$ cat config.mk
export PLATFORM = sky130hd
export DESIGN_NAME = rom_burst_reader_flat
export DESIGN_NICKNAME = d
export VERILOG_FILES = /design/src/rtl/rom_burst_reader_if.sv /design/src/rtl/rom_burst_reader.sv /design/src/flat_wrapper.sv
export SDC_FILE = /design/constraint.sdc
export NUM_CORES = 1
export LEC_CHECK = 0
export CAP_MARGIN = 20
export CORE_MARGIN = 8
export CORE_UTILIZATION = 46
export DETAILED_ROUTE_END_ITERATION = 6
export PLACE_DENSITY = 0.78
export SLEW_MARGIN = 20
export SYNTH_ARGS = -nofsm -noshare
export SYNTH_HDL_FRONTEND = slang
export SYNTH_SLANG_ARGS = --single-unit
$ cat constraint.sdc
create_clock -name i_clk -period 4.3 [get_ports i_clk]
set_input_delay 0.43 -clock i_clk [delete_from_list [all_inputs] [get_ports i_clk]]
set_output_delay 0.43 -clock i_clk [all_outputs]
set_load 0.05 [all_outputs]
$ cat src/rtl/rom_burst_reader_if.sv
// Signal bundle between a burst reader, the ROM it addresses and its downstream consumer.
// The slave modport is the reader; the master modport is everything around it.
interface rom_burst_reader_if;
  logic       start;
  logic [7:0] start_addr;
  logic [7:0] len;
  logic       busy;
  logic       done;
  logic [7:0] address;
  logic       rom_en;
  logic [7:0] rom_data;
  logic [7:0] out_data;
  logic [7:0] out_addr;
  logic       out_valid;
  logic       out_ready;
  logic [7:0] checksum;

  modport master (
    output start, start_addr, len, rom_data, out_ready,
    input  busy, done, address, rom_en, out_data, out_addr, out_valid, checksum
  );

  modport slave (
    input  start, start_addr, len, rom_data, out_ready,
    output busy, done, address, rom_en, out_data, out_addr, out_valid, checksum
  );
endinterface

$ cat src/rtl/rom_burst_reader.sv
// Burst read engine: issues ROM addresses under FIFO credit, captures returned bytes after
// RD_LAT cycles, streams them downstream on valid/ready and keeps a running 8-bit checksum.
module rom_burst_reader #(
  parameter int RD_LAT     = 1,
  parameter int FIFO_DEPTH = 4
) (
  input  logic               i_clk,
  input  logic               i_reset,
  rom_burst_reader_if.slave  bus
);

  localparam int AW = $clog2(FIFO_DEPTH);
  localparam int CW = AW + 1;
  localparam logic [AW-1:0] PTR_ONE = {{(AW-1){1'b0}}, 1'b1};
  localparam logic [CW-1:0] DEPTH_C = CW'(FIFO_DEPTH);

  typedef enum logic [1:0] {
    S_IDLE  = 2'd0,
    S_ISSUE = 2'd1,
    S_DRAIN = 2'd2
  } state_t;

  state_t        r_state;
  logic          r_busy;
  logic          r_done;
  logic          r_rom_en;
  logic [7:0]    r_addr;
  logic [8:0]    r_remain;
  logic [CW-1:0] r_occ;
  logic [7:0]    r_checksum;

  logic [RD_LAT-1:0] r_pipe_v;
  logic [7:0]        r_pipe_a [RD_LAT];

  logic [7:0]    r_mem_data [FIFO_DEPTH];
  logic [7:0]    r_mem_addr [FIFO_DEPTH];
  logic [AW-1:0] r_wptr;
  logic [AW-1:0] r_rptr;
  logic [CW-1:0] r_count;
  logic          r_out_valid;
  logic [7:0]    r_out_data;
  logic [7:0]    r_out_addr;

  logic          w_pop;
  logic          w_wr;
  logic          w_issue;
  logic [CW-1:0] w_occ_next;
  logic [CW-1:0] w_count_next;
  logic [AW-1:0] w_wptr_next;
  logic [AW-1:0] w_rptr_next;
  logic [7:0]    w_head_data;
  logic [7:0]    w_head_addr;

  // r_occ counts bytes issued (including the one on the bus now) but not yet popped;
  // a pop in the current cycle frees credit only from the next decision onward.
  always_comb begin
    w_pop        = r_out_valid & bus.out_ready;
    w_wr         = r_pipe_v[RD_LAT-1];
    w_issue      = 1'b0;
    if (r_state == S_IDLE) begin
      w_issue = bus.start;
    end else if (r_state == S_ISSUE) begin
      w_issue = (r_remain != 9'd0) && (r_occ < DEPTH_C);
    end else begin
      w_issue = 1'b0;
    end
    w_occ_next   = r_occ + {{(CW-1){1'b0}}, w_issue} - {{(CW-1){1'b0}}, w_pop};
    w_count_next = r_count + {{(CW-1){1'b0}}, w_wr} - {{(CW-1){1'b0}}, w_pop};
    w_wptr_next  = w_wr  ? (r_wptr + PTR_ONE) : r_wptr;
    w_rptr_next  = w_pop ? (r_rptr + PTR_ONE) : r_rptr;
    // A write landing on the next head slot bypasses the array into the output register.
    if (w_wr && (r_wptr == w_rptr_next)) begin
      w_head_data = bus.rom_data;
      w_head_addr = r_pipe_a[RD_LAT-1];
    end else begin
      w_head_data = r_mem_data[w_rptr_next];
      w_head_addr = r_mem_addr[w_rptr_next];
    end
  end

  always_ff @(posedge i_clk) begin
    if (i_reset) begin
      r_state    <= S_IDLE;
      r_busy     <= 1'b0;
      r_done     <= 1'b0;
      r_rom_en   <= 1'b0;
      r_addr     <= 8'h00;
      r_remain   <= 9'd0;
      r_occ      <= {CW{1'b0}};
      r_checksum <= 8'h00;
    end else begin
      r_done   <= 1'b0;
      r_rom_en <= w_issue;
      r_occ    <= w_occ_next;
      if (w_pop) begin
        r_checksum <= r_checksum + r_out_data;
      end
      case (r_state)
        S_IDLE: begin
          if (bus.start) begin
            r_state    <= S_ISSUE;
            r_busy     <= 1'b1;
            r_addr     <= bus.start_addr;
            r_remain   <= (bus.len == 8'd0) ? 9'd255 : ({1'b0, bus.len} - 9'd1);
            r_checksum <= 8'h00;
          end
        end
        S_ISSUE: begin
          if (w_issue) begin
            r_addr   <= r_addr + 8'd1;
            r_remain <= r_remain - 9'd1;
          end else if (r_remain == 9'd0) begin
            if (w_occ_next == {CW{1'b0}}) begin
              r_state <= S_IDLE;
              r_busy  <= 1'b0;
              r_done  <= 1'b1;
            end else begin
              r_state <= S_DRAIN;
            end
          end
        end
        S_DRAIN: begin
          if (w_occ_next == {CW{1'b0}}) begin
            r_state <= S_IDLE;
            r_busy  <= 1'b0;
            r_done  <= 1'b1;
          end
        end
        default: begin
          r_state <= S_IDLE;
          r_busy  <= 1'b0;
        end
      endcase
    end
  end

  always_ff @(posedge i_clk) begin
    if (i_reset) begin
      r_pipe_v <= {RD_LAT{1'b0}};
      for (int k = 0; k < RD_LAT; k++) begin
        r_pipe_a[k] <= 8'h00;
      end
    end else begin
      r_pipe_v[0] <= r_rom_en;
      r_pipe_a[0] <= r_addr;
      for (int k = 1; k < RD_LAT; k++) begin
        r_pipe_v[k] <= r_pipe_v[k-1];
        r_pipe_a[k] <= r_pipe_a[k-1];
      end
    end
  end

  always_ff @(posedge i_clk) begin
    if (w_wr) begin
      r_mem_data[r_wptr] <= bus.rom_data;
      r_mem_addr[r_wptr] <= r_pipe_a[RD_LAT-1];
    end
  end

  // Output registers always hold the FIFO head so out_valid tracks a non-empty FIFO.
  always_ff @(posedge i_clk) begin
    if (i_reset) begin
      r_wptr      <= {AW{1'b0}};
      r_rptr      <= {AW{1'b0}};
      r_count     <= {CW{1'b0}};
      r_out_valid <= 1'b0;
      r_out_data  <= 8'h00;
      r_out_addr  <= 8'h00;
    end else begin
      r_wptr      <= w_wptr_next;
      r_rptr      <= w_rptr_next;
      r_count     <= w_count_next;
      r_out_valid <= (w_count_next != {CW{1'b0}});
      if (w_count_next != {CW{1'b0}}) begin
        r_out_data <= w_head_data;
        r_out_addr <= w_head_addr;
      end
    end
  end

  assign bus.busy      = r_busy;
  assign bus.done      = r_done;
  assign bus.address   = r_addr;
  assign bus.rom_en    = r_rom_en;
  assign bus.out_data  = r_out_data;
  assign bus.out_addr  = r_out_addr;
  assign bus.out_valid = r_out_valid;
  assign bus.checksum  = r_checksum;

endmodule

$ cat src/flat_wrapper.sv
// flat-port wrapper written by rule: the top's interface ports become plain ports
module rom_burst_reader_flat 
#(
  parameter int RD_LAT     = 1,
  parameter int FIFO_DEPTH = 4
)
  (i_clk, i_reset, bus_start, bus_start_addr, bus_len, bus_rom_data, bus_out_ready, bus_busy, bus_done, bus_address, bus_rom_en, bus_out_data, bus_out_addr, bus_out_valid, bus_checksum);
  rom_burst_reader_if bus_i ();
  input  logic i_clk;
  input  logic i_reset;
  input wire logic [$bits(bus_i.start)-1:0] bus_start;
  input wire logic [$bits(bus_i.start_addr)-1:0] bus_start_addr;
  input wire logic [$bits(bus_i.len)-1:0] bus_len;
  input wire logic [$bits(bus_i.rom_data)-1:0] bus_rom_data;
  input wire logic [$bits(bus_i.out_ready)-1:0] bus_out_ready;
  output wire logic [$bits(bus_i.busy)-1:0] bus_busy;
  output wire logic [$bits(bus_i.done)-1:0] bus_done;
  output wire logic [$bits(bus_i.address)-1:0] bus_address;
  output wire logic [$bits(bus_i.rom_en)-1:0] bus_rom_en;
  output wire logic [$bits(bus_i.out_data)-1:0] bus_out_data;
  output wire logic [$bits(bus_i.out_addr)-1:0] bus_out_addr;
  output wire logic [$bits(bus_i.out_valid)-1:0] bus_out_valid;
  output wire logic [$bits(bus_i.checksum)-1:0] bus_checksum;
  assign bus_i.start = bus_start;
  assign bus_i.start_addr = bus_start_addr;
  assign bus_i.len = bus_len;
  assign bus_i.rom_data = bus_rom_data;
  assign bus_i.out_ready = bus_out_ready;
  assign bus_busy = bus_i.busy;
  assign bus_done = bus_i.done;
  assign bus_address = bus_i.address;
  assign bus_rom_en = bus_i.rom_en;
  assign bus_out_data = bus_i.out_data;
  assign bus_out_addr = bus_i.out_addr;
  assign bus_out_valid = bus_i.out_valid;
  assign bus_checksum = bus_i.checksum;
  rom_burst_reader #(.RD_LAT(RD_LAT), .FIFO_DEPTH(FIFO_DEPTH)) u_core (.i_clk(i_clk), .i_reset(i_reset), .bus(bus_i));
endmodule
==> results_dict.tcl, run 1 <==
set metrics [dict create \
    synth_edf_count 64 \
    die-area_um2 16900 \
    hp-class "register to register" \
    cp_max_fo 17 \
    skew_ns 0.0146 \
    die_h_um 130 \
    clockBufferDepth 2 \
    async_flop_share_pct 0 \
    final-max-slew-violation-count 0 \
    core.rowCount 41 \
    timing.setup.tns_ns 0 \
    powerDensity_nw_per_um2 685 \
    status "finished clean" \
    maxClockFrequency_ghz 0.304 \
    layout_commonest_cell "dfxtp_1" \
    critPathMaxStageDelay_ns 0.48 \
    synth_cell_types 63 \
    num-nets-final 653 \
    clk_latency_ns 0.42 \
    drv_cap 0 \
    drt-initial-drc-count 376 \
    max-vdd-ir-drop_uv 315 \
    wl_mm 13.3 \
    max_slew_margin_pct 37.3 \
    whs_ns 0.459 \
    synth_ff_type "dfxtp_1" \
    tritoncts "built" \
    seqCellArea_um2 3240 \
    path_buf_inv 3 \
    n_antenna_cell 0 \
    cp_top_family "simple AND/OR/NAND/NOR gates" \
    worstSetupPathType "register to register" \
    first_global_vias 4395 \
    netlist_instances 536 \
    gp_congestion 0.832 \
    syn_area_per_cell_um2 11.2 \
    cts_sinks 130 \
    multi_input_comb_area_um2 2550 \
    arrival_ns 3.61 \
    vias 4239 \
    syn-cell-area_um2 5990 \
    synthToLayoutAreaGrowth_pct 23.0 \
    grt_remaining_overflow 0 \
    cts_buffers 17 \
    grt_antenna_before_repair 0 \
    wl_per_cell_um 16.9 \
    ant_nets 0 \
    drt_first_pass_iters 5 \
    grt_pass1_wl_mm 21.7 \
    start_kind "register" \
    cts_setup_buffers 0 \
    period_share_pct 76.5 \
    setup_viol 0 \
    root_buffer "clkbuf_16" \
    fin_crit_ns 3.29 \
    core_region_area_um2 12700 \
    critPathRequiredTime_ns 4.62 \
    syn_nets 589 \
    place.port_buffers 63 \
    tightest_slew_ns 0.940 \
    finalHoldViolCount 0 \
    clk_pin_slew_ns 0.06 \
    track_usage_pct 16.3 \
    cts_resized 0 \
    io_pins 64 \
    yosysWarnings 0 \
    fp.dieW_um 130 \
    final_cell_mix "dfxtp_1, edfxtp_1, clkdlybuf4s50_1" \
    leakage_nw 2.84 \
    htree_num_levels 4 \
    fillCellCount 1039 \
    viasPerCell 5.40 \
    ctsHoldBuffers 0 \
    slowest_stage "or4b_4" \
    initial_core_util_pct 47.2 \
    drc 0 \
    path_cells "inv_1 > ha_1 > or4b_4 > o311ai_2 > and2_1 > inv_4 > ha_1 > inv_1 > fa_1 > xor2_1 > xnor2_1 > nand3b_1 > or4b_1 > o31ai_1" \
    grt_max_degree 39 \
    ys_seq_area_share_pct 54.2 \
    drive_above_1_share_pct 9.62 \
    ys_ff_latch 130 \
    rsz0062_at_grt "false" \
    cp-end-kind "register" \
    dp_hpwl_mm 8.94 \
]
[metal layers]
metal  GRT usage (%)  routed length, µm  share of wire (%)  vias up
met5               0                  0                  0        -
met4            6.63                244                1.8        0
met3            3.84                863                6.5       17
met2            27.7               6420                 48      136
met1            19.3               5760                 43     2024
li1                -                  -                  -     2062
[cells in the mapped netlist (all sizes together), types with 9 or more instances]
cell,n,area [µm²]
ha,22,275
a22o,15,131
o21ai,49,253
a21oi,27,143
and2,9,56.3
nor3,9,50.1
mux2i,40,400
dfxtp,66,1320
nand2,50,188
inv,22,85.1
nor2,32,120
nor2b,15,93.8
clkbuf,16,60.1
xnor2,13,121
edfxtp,64,1920
[worst register-to-register path, stage by stage (launching register included)]
cell,delay [ns]
dfxtp_1,0.33
inv_1,0.10
ha_1,0.15
or4b_4,0.48
o311ai_2,0.30
and2_1,0.24
inv_4,0.12
ha_1,0.22
inv_1,0.06
fa_1,0.17
xor2_1,0.19
xnor2_1,0.10
nand3b_1,0.17
or4b_1,0.47
o31ai_1,0.09
[stage by stage]
stage,area (µm²),setup WS [ns],total power [mW],utilization [%],instances
after CTS,7370,1.02,5.08,58.1,785
after detailed placement,6770,0.804,3.63,53.4,753
after floorplan,5990,0.862,3.10,-,536
final,7370,1.01,5.05,58.1,785
after global placement,6770,0.977,3.55,53.4,753
after global routing,7370,0.803,5.30,58.1,785
[registers in the layout, summed over array words and instances (netlist names)]
name and cells:
u_core.r_mem_data 32, u_core.bus.out_valid 1, u_core.bus.out_addr 8, u_core.r_pipe_a 8, u_core.r_state 2, u_core.bus.busy 1, u_core.bus.done 1, u_core.r_remain 9
u_core.r_count 3, u_core.bus.checksum 8, u_core.r_mem_addr 32, u_core.r_rptr 2, u_core.r_pipe_v 1, u_core.r_wptr 2, u_core.r_occ 3, u_core.bus.out_data 8
u_core.bus.address 8, u_core.bus.rom_en 1
[logic make-up (layout without fill, tap and decap cells)]
kind of cell | count (synthesis) | count (layout) | synth area share [%]
AND/OR/NAND/NOR | 148 | 148 | 12.3
flip-flops | 130 | 130 | 54.2
AO/OA/AOI/OAI | 124 | 124 | 13.9
buffers and inverters | 46 | 123 | 3.49
multiplexers | 43 | 43 | 7.25
adder cells (fa/ha/maj) | 25 | 25 | 5.60
XOR/XNOR | 20 | 20 | 3.28
[cell type report]
| class | instances | share of cell area [%] |
|---|---|---|
| Clock buffer | 17 | 5.78 |
| Clock inverter | 15 | 2.29 |
| Timing Repair Buffer | 69 | 9.17 |
| Sequential cell | 130 | 44.0 |
| Tap cell | 172 | 2.92 |
| Inverter | 22 | 1.16 |
| Multi-Input combinational cell | 360 | 34.7 |
[where the power goes]
group          internal, mW  total [mW]  switching, mW
combinational         0.767        1.93           1.16
clock                 0.826        1.43          0.603
sequential             1.50        1.69          0.185
total                  3.10        5.05           1.95
[final timing paths]
path,slack (ns),start,end,cells after the start
worst max-delay path,1.01,u_core.r_remain[0]$_SDFFE_PP0P_,u_core.r_state[1]$_SDFFE_PP0P_,14
worst min-delay path,0.46,u_core.bus.out_addr[1]$_SDFFE_PP0P_,u_core.bus.out_addr[1]$_SDFFE_PP0P_,2
worst max register to register,1.01,u_core.r_remain[0]$_SDFFE_PP0P_,u_core.r_state[1]$_SDFFE_PP0P_,14
worst min register to register,0.46,u_core.bus.out_addr[1]$_SDFFE_PP0P_,u_core.bus.out_addr[1]$_SDFFE_PP0P_,2
Note: power is estimated with default switching activity, not from simulation.
==> run 2, diff against run 1 <==
--- a/config.mk
+++ b/config.mk
@@ -9,7 +9,7 @@
 export CORE_MARGIN = 8
 export CORE_UTILIZATION = 46
 export DETAILED_ROUTE_END_ITERATION = 6
-export PLACE_DENSITY = 0.78
+export PLACE_DENSITY = 0.81
 export SLEW_MARGIN = 20
 export SYNTH_ARGS = -nofsm -noshare
 export SYNTH_HDL_FRONTEND = slang
==> constraint.sdc (replaced) <==
create_clock -name i_clk -period 2.9 [get_ports i_clk]
set_input_delay 0.29 -clock i_clk [delete_from_list [all_inputs] [get_ports i_clk]]
set_output_delay 0.29 -clock i_clk [all_outputs]
set_load 0.05 [all_outputs]
==> run 2 against run 1 <==
  * The flow now finishes with violations (setup timing)
  * Via count is 1.2% higher
  * Clock skew is 0.0054 ns lower
  * Global-route usage is 0.21 points lower
  * Wire length is 1.8% lower
  * Count of clock-buffer cells in the layout is 1 higher
==> results_dict.tcl, run 2 (synthesis gave the netlist of run 1 again) <==
set metrics [dict create \
    ant_nets 0 \
    grt_pass1_wl_mm 21.3 \
    dp_hpwl_mm 8.93 \
    path_cells "inv_1 > ha_1 > or4b_4 > o311ai_4 > and2_4 > inv_6 > ha_4 > inv_2 > fa_1 > nand3b_1 > or4b_1 > o31ai_1" \
    wl_mm 13.1 \
    worstSetupPathType "register to register" \
    ctsHoldBuffers 0 \
    grt_remaining_overflow 0 \
    skew_ns 0.00919 \
    drive_above_1_share_pct 12.6 \
    grt_antenna_before_repair 0 \
    max-vdd-ir-drop_uv 446 \
    whs_ns 0.454 \
    p_total_mw 7.54 \
    place_ws_ns -0.113 \
    fin_ws_ns -0.0230 \
    tightest_slew_ns 0.866 \
    clk_pin_slew_ns 0.06 \
    whs_path_depth 2 \
    maxClockFrequency_ghz 0.342 \
    tritoncts "built" \
    n_antenna_cell 0 \
    status "finished with violations" \
    drt-initial-drc-count 282 \
    drc 0 \
    die-area_um2 16900 \
    fillCellCount 1020 \
    gp_congestion 0.825 \
    path_buf_inv 3 \
    final-max-slew-violation-count 0 \
    wl_per_cell_um 16.4 \
    track_usage_pct 16.0 \
    violations "setup timing" \
    leakage_nw 2.89 \
    drt_first_pass_iters 4 \
    drv_cap 0 \
    place.port_buffers 63 \
    multi_input_comb_area_um2 2580 \
    cp_max_fo 4 \
    arrival_ns 3.23 \
    powerDensity_nw_per_um2 1010 \
    final_cell_mix "edfxtp_1, dfxtp_1, clkdlybuf4s50_1" \
    critPathMaxStageDelay_ns 0.48 \
    cts_buffers 17 \
    grt_max_degree 50 \
    hp-class "register to register" \
    top_regs "u_core.r_mem_addr x32, u_core.r_mem_data x32, u_core.r_remain x9" \
    max_slew_margin_pct 42.2 \
    initial_core_util_pct 47.2 \
    clockBufferDepth 2 \
    die_h_um 130 \
    finalHoldViolCount 0 \
    cts_sinks 130 \
    num-nets-final 665 \
    htree_num_levels 4 \
    core.rowCount 41 \
    cp-end-kind "register" \
    rsz0062_at_grt "true" \
    seqCellArea_um2 3250 \
    viasPerCell 5.38 \
    layout_commonest_cell "edfxtp_1" \
    cp.depth 12 \
    utilization_pct 59.0 \
    clk_latency_ns 0.41 \
    critPathRequiredTime_ns 3.21 \
    start_kind "register" \
    first_global_vias 4370 \
    period_share_pct 101 \
    slowest_stage "or4b_4" \
    synthToLayoutAreaGrowth_pct 24.9 \
    core_region_area_um2 12700 \
    vias 4291 \
    fp.dieW_um 130 \
    reg2reg_depth 12 \
    io_pins 64 \
    setup_viol 1 \
    root_buffer "clkbuf_16" \
    timing.setup.tns_ns -0.0230 \
    cp_top_family "simple AND/OR/NAND/NOR gates" \
    fin_crit_ns 2.92 \
]
==> run 2: cell types whose count changed in the layout (fill, tap and decap cells not counted), moves of 2 or more <==
cell	delta
clkinv_2	+2
inv_8	-5
inv_1	-2
inv_6	+2
inv_2	+2
buf_4	+10
buf_12	+2
dfxtp_2	+2
dfxtp_1	-3
==> run 2: cell type report <==
type                            instances  area share (%)
Clock inverter                         14            1.76
Clock buffer                           18            5.74
Sequential cell                       130            43.4
Timing Repair Buffer                   81            10.5
Tap cell                              172            2.88
Inverter                               22            1.17
Multi-Input combinational cell        360            34.5
==> run 2: where the power goes <==
part / switching, mW / internal [mW] / leakage [nW] / total, mW
sequential: 0.259 / 2.24 / 1.12 / 2.50
combinational: 1.78 / 1.27 / 1.51 / 3.06
clock: 0.797 / 1.19 / 0.264 / 1.98
==> run 2: timing repair <==
action | 4_1_cts | 5_1_grt
pin swaps | 3 | 0
endpoints found under the setup margin | 4 | 4
buffers inserted | 1 | 0
resized for setup | 2 | 0
==> run 2: stage by stage <==
step | area (µm²) | instances
2_1_floorplan | 6010 | 536
3_3_place_gp | 6900 | 764
3_5_place_dp | 6900 | 764
4_1_cts | 7480 | 797
5_1_grt | 7480 | 797
6_report | 7480 | 797
==> run 2: metal layers <==
| metal | routed length [µm] | global-route usage (%) | up-vias |
|---|---|---|---|
| met4 | 140 | 5.94 | 0 |
| met5 | 0 | 0 | - |
| met3 | 852 | 3.92 | 12 |
| met1 | 5590 | 18.9 | 2043 |
| met2 | 6470 | 27.7 | 148 |
| li1 | - | - | 2088 |
==> run 2: path summary, 6_finish.rpt <==
kind / start / to / slack [ns]
setup reg to reg: u_core.r_remain[1]$_SDFFE_PP0P_ / u_core.r_state[1]$_SDFFE_PP0P_ / -0.02
hold / removal: u_core.bus.out_addr[1]$_SDFFE_PP0P_ / u_core.bus.out_addr[1]$_SDFFE_PP0P_ / 0.45
hold reg to reg: u_core.bus.out_addr[1]$_SDFFE_PP0P_ / u_core.bus.out_addr[1]$_SDFFE_PP0P_ / 0.45
setup / recovery: u_core.r_remain[1]$_SDFFE_PP0P_ / u_core.r_state[1]$_SDFFE_PP0P_ / -0.02
==> run 2: tightest hold or removal path: stages, from the launching register on <==
cell,delay [ns]
dfxtp_1,0.31
nand2_1,0.05
o21ai_1,0.05
==> RTL change: new RTL, config.mk and constraints of run 1 <==
`RD_LAT` is set to 1 in 2 places; all go to 2.
--- a/src/rtl/rom_burst_reader.sv
+++ b/src/rtl/rom_burst_reader.sv
@@ -1,7 +1,7 @@
 // Burst read engine: issues ROM addresses under FIFO credit, captures returned bytes after
 // RD_LAT cycles, streams them downstream on valid/ready and keeps a running 8-bit checksum.
 module rom_burst_reader #(
-  parameter int RD_LAT     = 1,
+  parameter int RD_LAT     = 2,
   parameter int FIFO_DEPTH = 4
 ) (
   input  logic               i_clk,
--- a/src/flat_wrapper.sv
+++ b/src/flat_wrapper.sv
@@ -1,7 +1,7 @@
 // flat-port wrapper written by rule: the top's interface ports become plain ports
 module rom_burst_reader_flat 
 #(
-  parameter int RD_LAT     = 1,
+  parameter int RD_LAT     = 2,
   parameter int FIFO_DEPTH = 4
 )
   (i_clk, i_reset, bus_start, bus_start_addr, bus_len, bus_rom_data, bus_out_ready, bus_busy, bus_done, bus_address, bus_rom_en, bus_out_data, bus_out_addr, bus_out_valid, bus_checksum);
Check against the original RTL: not equivalent (Yosys sat finds a counterexample within 4 cycles, from zero or initial values and one cycle with i_reset high).
==> RTL change against run 1 <==
Cell area grew 1.0%. Area after synthesis rose by 1.7%. Sequential power increased by 4%. Sequential cell count up 9. Clock power fell by 5%. Count of clock-buffer cells in the layout is 2 higher. Wire length about the same. Power is 2.7% lower. Worst setup slack worse by 0.45 ns. Sequential share of layout area rose by 2.0 points. Combinational power is 7% lower.
==> RTL change: results (changes against run 1) <==
fillers 1052 (+1.3%); Hold WC Path Type flip-flop to flip-flop; Slew headroom 32.09% (-5.2 points); register area share after synthesis 56.22% (+2.0 points); Lkg Pwr 2.870 nW (+1.2%); cell chosen for the clock root clkbuf_16; asr flop ratio synth 0% (unchanged); synth cell count leaders dfxtp_1 (75), edfxtp_1 (64), nand2_1 (50); I/O Buffers 63 (unchanged); hpwl dp 8866 um (-0.78%); Vias/cell 5.463 (+1.2%); number of unique standard cell types used by synthesis 60 (-4.8%); layout cells sized above 1 7.293% (-2.3 points); RePlAce Congestion 0.8614 (+3.6%); ys flop type dfxtp_1; wire per inst 16.76 um (-1.0%); Worst-Skew Late Latency 0.41 ns; largest net degree at the start of global routing 48 (+23%); Ys Warns 0 (unchanged); Worst Path Max Fanout 21 (+4); post-CTS setup buffers 0 (unchanged); clk slew on worst S/H paths 0.06 ns (about the same); EDFF count, synth 64 (unchanged); Antenna Cells 0 (unchanged); final clock skew 0.01167 ns (-0.002971 ns); CTS H-Tree Depth 4 (unchanged); DR iter-0 viols 308 (-18%); biggest regs u_core.r_mem_addr (32), u_core.r_mem_data (32), u_core.r_pipe_a (16); CTS resizes 0 (unchanged); Synth area leaders edfxtp_1 (32%), dfxtp_1 (25%), mux2i_1 (6.2%); status complete, no violations; Syn Nets 594 (+0.85%); first-pass GRT wire length 21580 um (-0.48%); initial antenna violation count 0 (unchanged); nets 658 (+0.77%); vias in the first global route 4342 (-1.2%); Worst IR Drop VDD 0.3481 mV (+11%); CTS Buf Count 17 (unchanged); CP Data Arrival Time 4.07 ns (+0.46 ns); setup TNS 0 ns (unchanged); CTS Buffer Depth 2 (unchanged); All-Layer GR Usage 16.38% (+0.13 points)
## RTL change: area by class of cell
type	count	area (um2)	share of cell area, %
clock inverters	12	115.1	1.547
repair buffers	69	675.6	9.082
inverters	25	93.84	1.261
flip-flops and latches	139	3423	46.01
clock buffers	19	442.9	5.954
well taps	176	220.2	2.960
multi-input cells	353	2469	33.18
## RTL change: through the flow
| step | std cells | setup WS [ns] | cell area, um2 | hold slack [ns] | power, mW |
|---|---|---|---|---|---|
| final | 793 | 0.5612 | 7440 | 0.4339 | 4.912 |
| after CTS | 793 | 0.5646 | 7440 | 0.4414 | 4.935 |
| after global placement | 762 | 0.7072 | 6882 | 0.4193 | 3.492 |
| after detailed placement | 762 | 0.5869 | 6882 | 0.4256 | 3.561 |
| after floorplan | 541 | 0.9306 | 6090 | 0.4138 | 3.042 |
| after global routing | 793 | 0.2772 | 7440 | 0.4544 | 5.175 |
## RTL change: final timing paths
check                        startpoint                endpoint  slack, ns  cells after the start
setup / recovery      u_core.r_state[1]       u_core.r_state[0]       0.56                     16
hold / removal    u_core.r_pipe_a[0][3]  u_core.r_pipe_a[0][11]       0.43                      1
setup reg to reg      u_core.r_state[1]       u_core.r_state[0]       0.56                     16
hold reg to reg   u_core.r_pipe_a[0][3]  u_core.r_pipe_a[0][11]       0.43                      1
## RTL change: cells by family (layout without fill, tap and decap cells)
group / Yosys count / after routing / synth area share (%)
xor gates and xnor gates: 19 / 19 / 3.082
muxes: 38 / 38 / 6.246
DFF: 139 / 139 / 56.22
and+or+nand+nor: 136 / 136 / 11.03
buffers and inverters: 49 / 125 / 3.431
AOI/OAI and AO/OA: 135 / 135 / 14.49
adders and majority gates: 25 / 25 / 5.506
## RTL change: worst max-delay path, stage by stage (launching register included)
cell       delay [ns]
dfxtp_1          0.33
inv_1            0.09
ha_1             0.15
buf_4            0.25
clkinv_1         0.14
a2111oi_2        0.42
nor2_1           0.08
buf_4            0.21
inv_1            0.34
ha_1             0.22
inv_1            0.05
fa_1             0.38
xor2_1           0.19
xnor2_1          0.16
nand3b_1         0.18
a21oi_1          0.26
mux2i_1          0.21
## RTL change: metal layers
| metal | track usage [%] | wire length [um] | vias to the layer above |
|---|---|---|---|
| met2 | 27.38 | 6394 | 142 |
| li1 | - | - | 2094 |
| met5 | 0 | 0 | - |
| met1 | 19.82 | 5832 | 2083 |
| met4 | 6.482 | 214 | 0 |
| met3 | 4.167 | 846 | 13 |
## RTL change: power by group
part	total, mW	internal [mW]	switching [mW]	leakage [nW]
Clock	1.36	0.813	0.550	0.268
Combinational	1.80	0.692	1.11	1.43
Sequential	1.75	1.57	0.171	1.17
